==> src/rtl/multicycle_controller.sv <==
// Main control FSM of the 16-bit multicycle core: sequences fetch/decode/execute/memory/writeback
// and drives ALU selects and datapath strobes. It also watches memory handshakes for bus timeouts.
module multicycle_controller #(
    parameter int unsigned PC_INC     = 2,
    parameter int unsigned WAIT_LIMIT = 15
) (
    input  logic       clk,
    input  logic       rst,
    input  logic [3:0] opcode,
    input  logic [2:0] funct,
    input  logic       zero,
    input  logic       less,
    input  logic       greater,
    input  logic       mem_ready,
    output logic [2:0] ALUControl,
    output logic       ALUSrcA,
    output logic [1:0] ALUSrcB,
    output logic       pc_src,
    output logic       pc_write,
    output logic       ir_write,
    output logic       iord,
    output logic       mem_read,
    output logic       mem_write,
    output logic       reg_write,
    output logic       mem_to_reg,
    output logic       halted,
    output logic       bus_error,
    output logic       illegal
);

    typedef enum logic [3:0] {
        StIdle, StFetch, StDecode, StExecR, StExecI, StWbAlu, StMemAddr, StMemRd,
        StMemWr, StWbMem, StBranch, StJump, StHalt, StIllegal, StBusErr
    } state_e;

    localparam logic [3:0] OpR    = 4'h0;
    localparam logic [3:0] OpAddi = 4'h1;
    localparam logic [3:0] OpLw   = 4'h2;
    localparam logic [3:0] OpSw   = 4'h3;
    localparam logic [3:0] OpBeq  = 4'h4;
    localparam logic [3:0] OpBlt  = 4'h5;
    localparam logic [3:0] OpBge  = 4'h6;
    localparam logic [3:0] OpJal  = 4'h7;
    localparam logic [3:0] OpHalt = 4'hF;

    localparam logic [2:0] AluAdd = 3'b000;
    localparam logic [2:0] AluSub = 3'b001;
    localparam logic [2:0] AluSlt = 3'b101;
    localparam logic [2:0] AluSrt = 3'b110;

    localparam logic [7:0] WaitLast = 8'(WAIT_LIMIT - 1);

    if (WAIT_LIMIT < 1 || WAIT_LIMIT > 255 || PC_INC == 0) begin : g_bad_param
        $error("multicycle_controller: WAIT_LIMIT must be 1..255 and PC_INC nonzero");
    end

    state_e     state_q;
    logic [7:0] wait_q;
    logic       wait_expired;
    logic [7:0] wait_inc;

    // Timeout fires on the WAIT_LIMIT-th cycle without mem_ready; a late ready still wins.
    assign wait_expired = !mem_ready && (wait_q >= WaitLast);
    assign wait_inc     = (wait_q == 8'hFF) ? wait_q : wait_q + 8'd1;

    always_ff @(posedge clk or posedge rst) begin
        if (rst) begin
            state_q <= StIdle;
            wait_q  <= '0;
        end else begin
            // Counter only survives while a memory state is stalled, so it is clear on entry.
            wait_q <= '0;
            case (state_q)
                StIdle: state_q <= StFetch;
                StFetch: begin
                    if (mem_ready)         state_q <= StDecode;
                    else if (wait_expired) state_q <= StBusErr;
                    else                   wait_q  <= wait_inc;
                end
                StDecode: begin
                    case (opcode)
                        OpR:                 state_q <= StExecR;
                        OpAddi:              state_q <= StExecI;
                        OpLw, OpSw:          state_q <= StMemAddr;
                        OpBeq, OpBlt, OpBge: state_q <= StBranch;
                        OpJal:               state_q <= StJump;
                        OpHalt:              state_q <= StHalt;
                        default:             state_q <= StIllegal;
                    endcase
                end
                StExecR, StExecI: state_q <= StWbAlu;
                StWbAlu:          state_q <= StFetch;
                StMemAddr:        state_q <= (opcode == OpLw) ? StMemRd : StMemWr;
                StMemRd: begin
                    if (mem_ready)         state_q <= StWbMem;
                    else if (wait_expired) state_q <= StBusErr;
                    else                   wait_q  <= wait_inc;
                end
                StMemWr: begin
                    if (mem_ready)         state_q <= StFetch;
                    else if (wait_expired) state_q <= StBusErr;
                    else                   wait_q  <= wait_inc;
                end
                StWbMem, StBranch, StJump: state_q <= StFetch;
                default: state_q <= state_q;
            endcase
        end
    end

    always_comb begin
        ALUControl = AluAdd;
        ALUSrcA    = 1'b0;
        ALUSrcB    = 2'b00;
        pc_src     = 1'b0;
        pc_write   = 1'b0;
        ir_write   = 1'b0;
        iord       = 1'b0;
        mem_read   = 1'b0;
        mem_write  = 1'b0;
        reg_write  = 1'b0;
        mem_to_reg = 1'b0;
        halted     = 1'b0;
        bus_error  = 1'b0;
        illegal    = 1'b0;
        case (state_q)
            StFetch: begin
                mem_read = 1'b1;
                ALUSrcB  = 2'b01;
                ir_write = mem_ready;
                pc_write = mem_ready;
            end
            StDecode: ALUSrcB = 2'b10;
            StExecR: begin
                ALUSrcA    = 1'b1;
                ALUControl = (funct == 3'b111) ? AluAdd : funct;
            end
            StExecI, StMemAddr: begin
                ALUSrcA = 1'b1;
                ALUSrcB = 2'b10;
            end
            StWbAlu: reg_write = 1'b1;
            StMemRd: begin
                iord     = 1'b1;
                mem_read = 1'b1;
            end
            StMemWr: begin
                iord      = 1'b1;
                mem_write = 1'b1;
            end
            StWbMem: begin
                reg_write  = 1'b1;
                mem_to_reg = 1'b1;
            end
            StBranch: begin
                ALUSrcA = 1'b1;
                pc_src  = 1'b1;
                case (opcode)
                    OpBlt: begin
                        ALUControl = AluSlt;
                        pc_write   = less;
                    end
                    OpBge: begin
                        ALUControl = AluSrt;
                        pc_write   = greater;
                    end
                    default: begin
                        ALUControl = AluSub;
                        pc_write   = zero;
                    end
                endcase
            end
            StJump: begin
                pc_src    = 1'b1;
                pc_write  = 1'b1;
                reg_write = 1'b1;
            end
            StHalt:    halted    = 1'b1;
            StIllegal: illegal   = 1'b1;
            StBusErr:  bus_error = 1'b1;
            default: ;
        endcase
    end

endmodule

==> config.mk <==
export PLATFORM = sky130hd
export DESIGN_NAME = multicycle_controller
export DESIGN_NICKNAME = d
export VERILOG_FILES = /design/src/rtl/multicycle_controller.sv
export SDC_FILE = /design/constraint.sdc
export NUM_CORES = 1
export LEC_CHECK = 0
export CAP_MARGIN = 20
export CORE_MARGIN = 2
export CORE_UTILIZATION = 47
export DETAILED_ROUTE_END_ITERATION = 6
export PLACE_DENSITY_LB_ADDON = 0.3
export SETUP_SLACK_MARGIN = 0.05
export SYNTH_ARGS = -nofsm -noshare
export SYNTH_HDL_FRONTEND = slang
export SYNTH_SLANG_ARGS = --single-unit
export TNS_END_PERCENT = 10
==> constraint.sdc <==
create_clock -name clk -period 2.3 [get_ports clk]
set_clock_uncertainty 0.1 [all_clocks]
set_input_delay 0.46 -clock clk [delete_from_list [all_inputs] [get_ports clk]]
set_output_delay 0.46 -clock clk [all_outputs]
set_load 0.02 [all_outputs]
# Word-level counts from Yosys, hierarchy flattened
# Memories as Yosys holds them, arrays and structs flattened.
# Index checks and enable logic that the tools add are counted.
# W data, S select, Z words.
[classes]
addsub = 1
n_lt_le_gt_ge = 1
eq_ne = 20
muxes = 27
n_reduce_logical = 13
[ops]
columns = ["op", "n"]
rows = [
  ["$mux W8", 4],
  ["$eq A4 B4 Y1 const B", 7],
  ["$pmux W4 S7", 1],
  ["$eq A4 B3 Y1 const B", 6],
  ["$mux W4", 5],
  ["$eq A4 B2 Y1 const B", 3],
  ["$pmux W3 S2", 2],
  ["$mux W1", 11],
  ["$reduce_or A3 Y1", 3],
  ["$add A8 B1 Y8 const B", 1],
  ["$eq A8 B8 Y1 const B", 1],
  ["$ge A8 B4 Y1 const B", 1],
  ["$reduce_or A2 Y1", 4],
  ["$reduce_bool A7 Y1", 1],
  ["$reduce_or A5 Y1", 1],
  ["$eq A4 B1 Y1 const B", 1],
  ["$logic_not A4 Y1", 1],
  ["$ne A4 B4 Y1 const B", 1],
  ["$pmux W2 S2", 1],
  ["$reduce_or A4 Y1", 1],
  ["$eq A3 B3 Y1 const B", 1],
  ["$mux W3", 1],
  ["$pmux W1 S3", 1],
  ["$pmux W1 S2", 1],
  ["other kinds (2)", 2],
]
[word_totals]
register_bits = 12
mem_bits_ro = 64
input_bits = 13
output_inout_bits = 17
wordCells = 65
mem_count = 1
[memory_table]
columns = ["name", "words", "width", "rd", "rd_ports_with_merged_regs", "wr", "line", "rtl"]
rows = [
  ["(name not given)", 16, 4, 1, 0, 0, "81", "case (opcode)"],
]

# Depth between registers and ports, before layout
[logic_depth]
word_depth = 5
ltp_mapped = 6
ltp_nobuf = 6

# Least setup slack after synthesis
# Ideal clock, no wire load.
[synth_path]
path_type = "flip-flop to output port"
from = "register state_q[1]"
to = "output pc_write"
arrival_ns = 1.693
required_time_ns = 1.740
slack_ns = 0.047
stages_incl_launch_ff = 6
n_path_buf = 1
path_cell_list = "dfrtp_1 or2_1 clkbuf_1 nor3_1 a31oi_1 o21ai_0"
[synth_between]
elab_chain_cells = 2
elab_cells_between_ends = 4
classes_between = "3 x eq/ne; 1 x mux"
[synth_lines]
columns = ["element", "line", "rtl"]
rows = [
  ["start: declaration", "57", "state_e state_q;"],
  ["start signal: assignment", "68", "state_q <= StIdle;"],
  ["start signal: assignment", "74", "StIdle: state_q <= StFetch;"],
  ["start signal: assignment", "76", "if (mem_ready) state_q <= StDecode;"],
  ["$eq A4 B4 Y1 / $eq A4 B1 Y1 (equally long branches)", "125", "case (state_q)"],
  ["$pmux W1 S3 *", "125", ""],
  ["end: declaration", "19", "output logic pc_write,"],
]
# Mark *: on every way between the ends. The rest lies on a longest branch, timed or not.

# Worst setup path in the final report
[layout_path]
from = "input opcode[0]"
to = "output ALUControl[0]"
[layout_between]
elab_chain_cells = 3
elab_cells_between_ends = 4
classes_between = "2 x eq/ne; 2 x mux"
[layout_lines]
columns = ["element", "line", "rtl"]
rows = [
  ["start: declaration", "9", "input logic [3:0] opcode,"],
  ["$eq A4 B3 Y1", "157", "case (opcode)"],
  ["$pmux W3 S2 *", "157", ""],
  ["$pmux W3 S2 *", "125", ""],
  ["end: declaration", "15", "output logic [2:0] ALUControl,"],
]
# Marks and branches as above.

==> results.yml <==
setup_path:
  required_ns: 1.74
  critPathMaxStageDelay_ns: 0.33
  path_class: "in -> out"
  critPathCaptureType: "primary output"
  critPathArrivalTime_ns: 1.62
  worstPathCellList: "dlygate4sd2_1, and4bb_2, nor2_1, a31oi_1, nor2_1, dlygate4sd2_1"
  worst-path-max-fanout: 4
  setup.worst_path.start_class: "input pin"
  cpMaxStageDelayCell: "and4bb_2"
logic_synthesis:
  avgSynthCellArea_um2: 7.67
  synth_commonest_cells: "nor2_1, nand2_1, dfrtp_1, o21ai_0, a21oi_1"
  netlist_area_mm2: 0.00107
  synthCells: 139
  yosysTopAreaCellShare: 0.282
  ys_seq_elements: 12
  yosysMostFrequentCell: "nor2_1"
  synth.top_cells.by_area: "dfrtp_1, nor2_1, nand2_1, o21ai_0, nand2b_1"
  yosysTopAreaCell: "dfrtp_1"
  async_reset_ff_frac: 1.00
  synth_edf_count: 0
  ys_seq_area_frac: 0.282
  synth_ff_type: "dfrtp_1"
  yosys_warnings: 0
  synth.distinct_cells: 45
routing:
  drtIter0Drc: 22
  drt-pass1-iter-count: 4
  drcViolationCount: 0
  totalWireLength_um: 3050
  drtAntennaViolNets: 0
  vias: 1252
  wl_per_cell_um: 14.0
  vias_per_cell: 5.74
final_layout:
  drive_gt1_frac: 0.263
  stdcell_area_mm2: 0.00156
  stdcell_count: 218
  antenna_cells: 0
  syn_to_final_growth_pct: 46.0
  layout.nets: 207
power_and_ir_drop:
  power_frac_clock: 0.077
  switching_share: 0.478
  power.share.combinational: 0.739
  p_seq_frac: 0.185
  ir_drop_mv: 0.772
  leakage_nw: 0.720
  power_density_mw_per_mm2: 1050
  p_sw_mw: 0.779
  power.internal_mw: 0.851
clock_tree:
  cts.sinks: 12
  clock_latency_ns: 0.27
  clk_pin_slew_worst_paths_ns: 0.07
  numCtsBuffers: 3
  cts_tree: "built"
  htreeDepth: 1
  root_buffer: "clkbuf_4"
  cts_setup_buffers: 0
  clk_path_buf_depth: 2
timing:
  min_period_ns: 2.18
  fmax_ghz: 0.459
  holdWs_ns: 0.393
  rsz0062_at_grt: "true"
  hold_viol_final: 0
  setup_viol: 0
  tns_ns: 0
  period_share: 0.947
  maxSlewViolCount: 0
floorplan:
  dieArea_mm2: 0.00267
  core_area_mm2: 0.00217
  fp.dieH_um: 51.6
  row_count: 17
  io_pins: 30
  fp.dieW_um: 51.6
  start_util: 0.491
placement:
  portBuffers: 29
  gp_congestion: 0.865
  place_area_mm2: 0.00155
  dp_hpwl_um: 2460
  place_inst: 215
global_routing:
  antenna_found_initial: 0
  grt_pass1_wl_um: 4930
  grt_overflow: 0
  grt_max_degree: 15
  grt_pass1_vias: 1152
  grtUsageTotal: 0.247
min_path:
  hp-class: "in -> async"
outcome:
  status: "finished clean"
run:
  drv_cap: 0
## path summary, 6_finish.rpt
kind	start	depth (start not counted)	slack (ns)	end
min reg2reg	wait_q[0]	1	0.41	wait_q[0]
max	opcode[0]	6	0.12	ALUControl[0]
max in group asynchronous	rst	2	1.38	state_q[3]
min in group clk	wait_q[0]	1	0.41	wait_q[0]
max reg2reg	state_q[0]	5	0.27	state_q[0]
min	rst	2	0.39	wait_q[7]
## per-layer routing
| layer | global-route usage | up-vias | wire length, µm |
|---|---|---|---|
| met3 | 0.0374 | 6 | 206 |
| met4 | 0.110 | 0 | 51 |
| met5 | 0 | - | 0 |
| li1 | - | 601 | - |
| met1 | 0.275 | 599 | 1180 |
| met2 | 0.459 | 46 | 1610 |
## kinds of logic after synthesis
kind of cell | after synthesis | share of synthesized area
flip-flops | 12 | 0.282
XOR/XNOR | 2 | 0.0164
other | 1 | 0.00352
adder cells (fa/ha/maj) | 2 | 0.0235
AO/OA/AOI/OAI | 42 | 0.279
buffers and inverters | 17 | 0.0786
multiplexers | 1 | 0.00939
AND/OR/NAND/NOR | 62 | 0.308
## metrics by stage
step,power (mW),util,setup slack (ns)
after floorplan,1.02,-,0.125
after global placement,1.54,0.714,-0.395
after detailed placement,1.56,0.714,-0.436
after CTS,1.62,0.715,0.0740
after global routing,1.75,0.717,0.0416
final,1.63,0.717,0.121
## critical path: cells and delay by family
family,cells,cell delay [ns]
AO/OA/AOI/OAI,1,0.14
AND/OR/NAND/NOR,3,0.43
buffers and inverters,2,0.58
## layout by cell type, fill, tap and decap left out, types with 3 or more instances in the layout
master and n:
nand2b_1 6, o21ai_0 9, o2111ai_1 3, a21oi_1 8
inv_1 7, nor2_1 16, buf_4 28, nor3_1 3
a31oi_1 3, nand2_1 16, dfrtp_1 11, conb_1 3
nand4_1 4, dlygate4sd2_1 15, o31ai_1 3, clkdlybuf4s50_1 8
clkbuf_4 3
## sequential cells by signal (all words and copies together) (netlist names)
| signal | cells |
|---|---|
| wait_q | 8 |
| state_q | 4 |
## layout make-up
type / count / area [µm²]
Inverter: 7 / 26.3
Multi-Input combinational cell: 112 / 714
Clock buffer: 3 / 22.5
Tap cell: 28 / 35.0
Timing Repair Buffer: 56 / 457
Sequential cell: 12 / 302
Fill cell: 191 / 613
## what timing repair did
item / CTS / global route
resized for setup: 33 / 7
cloned: 0 / 0
hold buffers: 0 / 0
endpoints found under the setup margin: 17 / 5
## power groups by stage
stage	Combinational, mW	Sequential (mW)	Clock, mW
2_1_floorplan	0.744	0.278	0
3_3_place_gp	1.24	0.294	0
3_5_place_dp	1.26	0.299	0
4_1_cts	1.19	0.299	0.126
5_1_grt	1.31	0.308	0.137
6_report	1.20	0.301	0.125
Note: power is estimated with default switching activity, not from simulation.
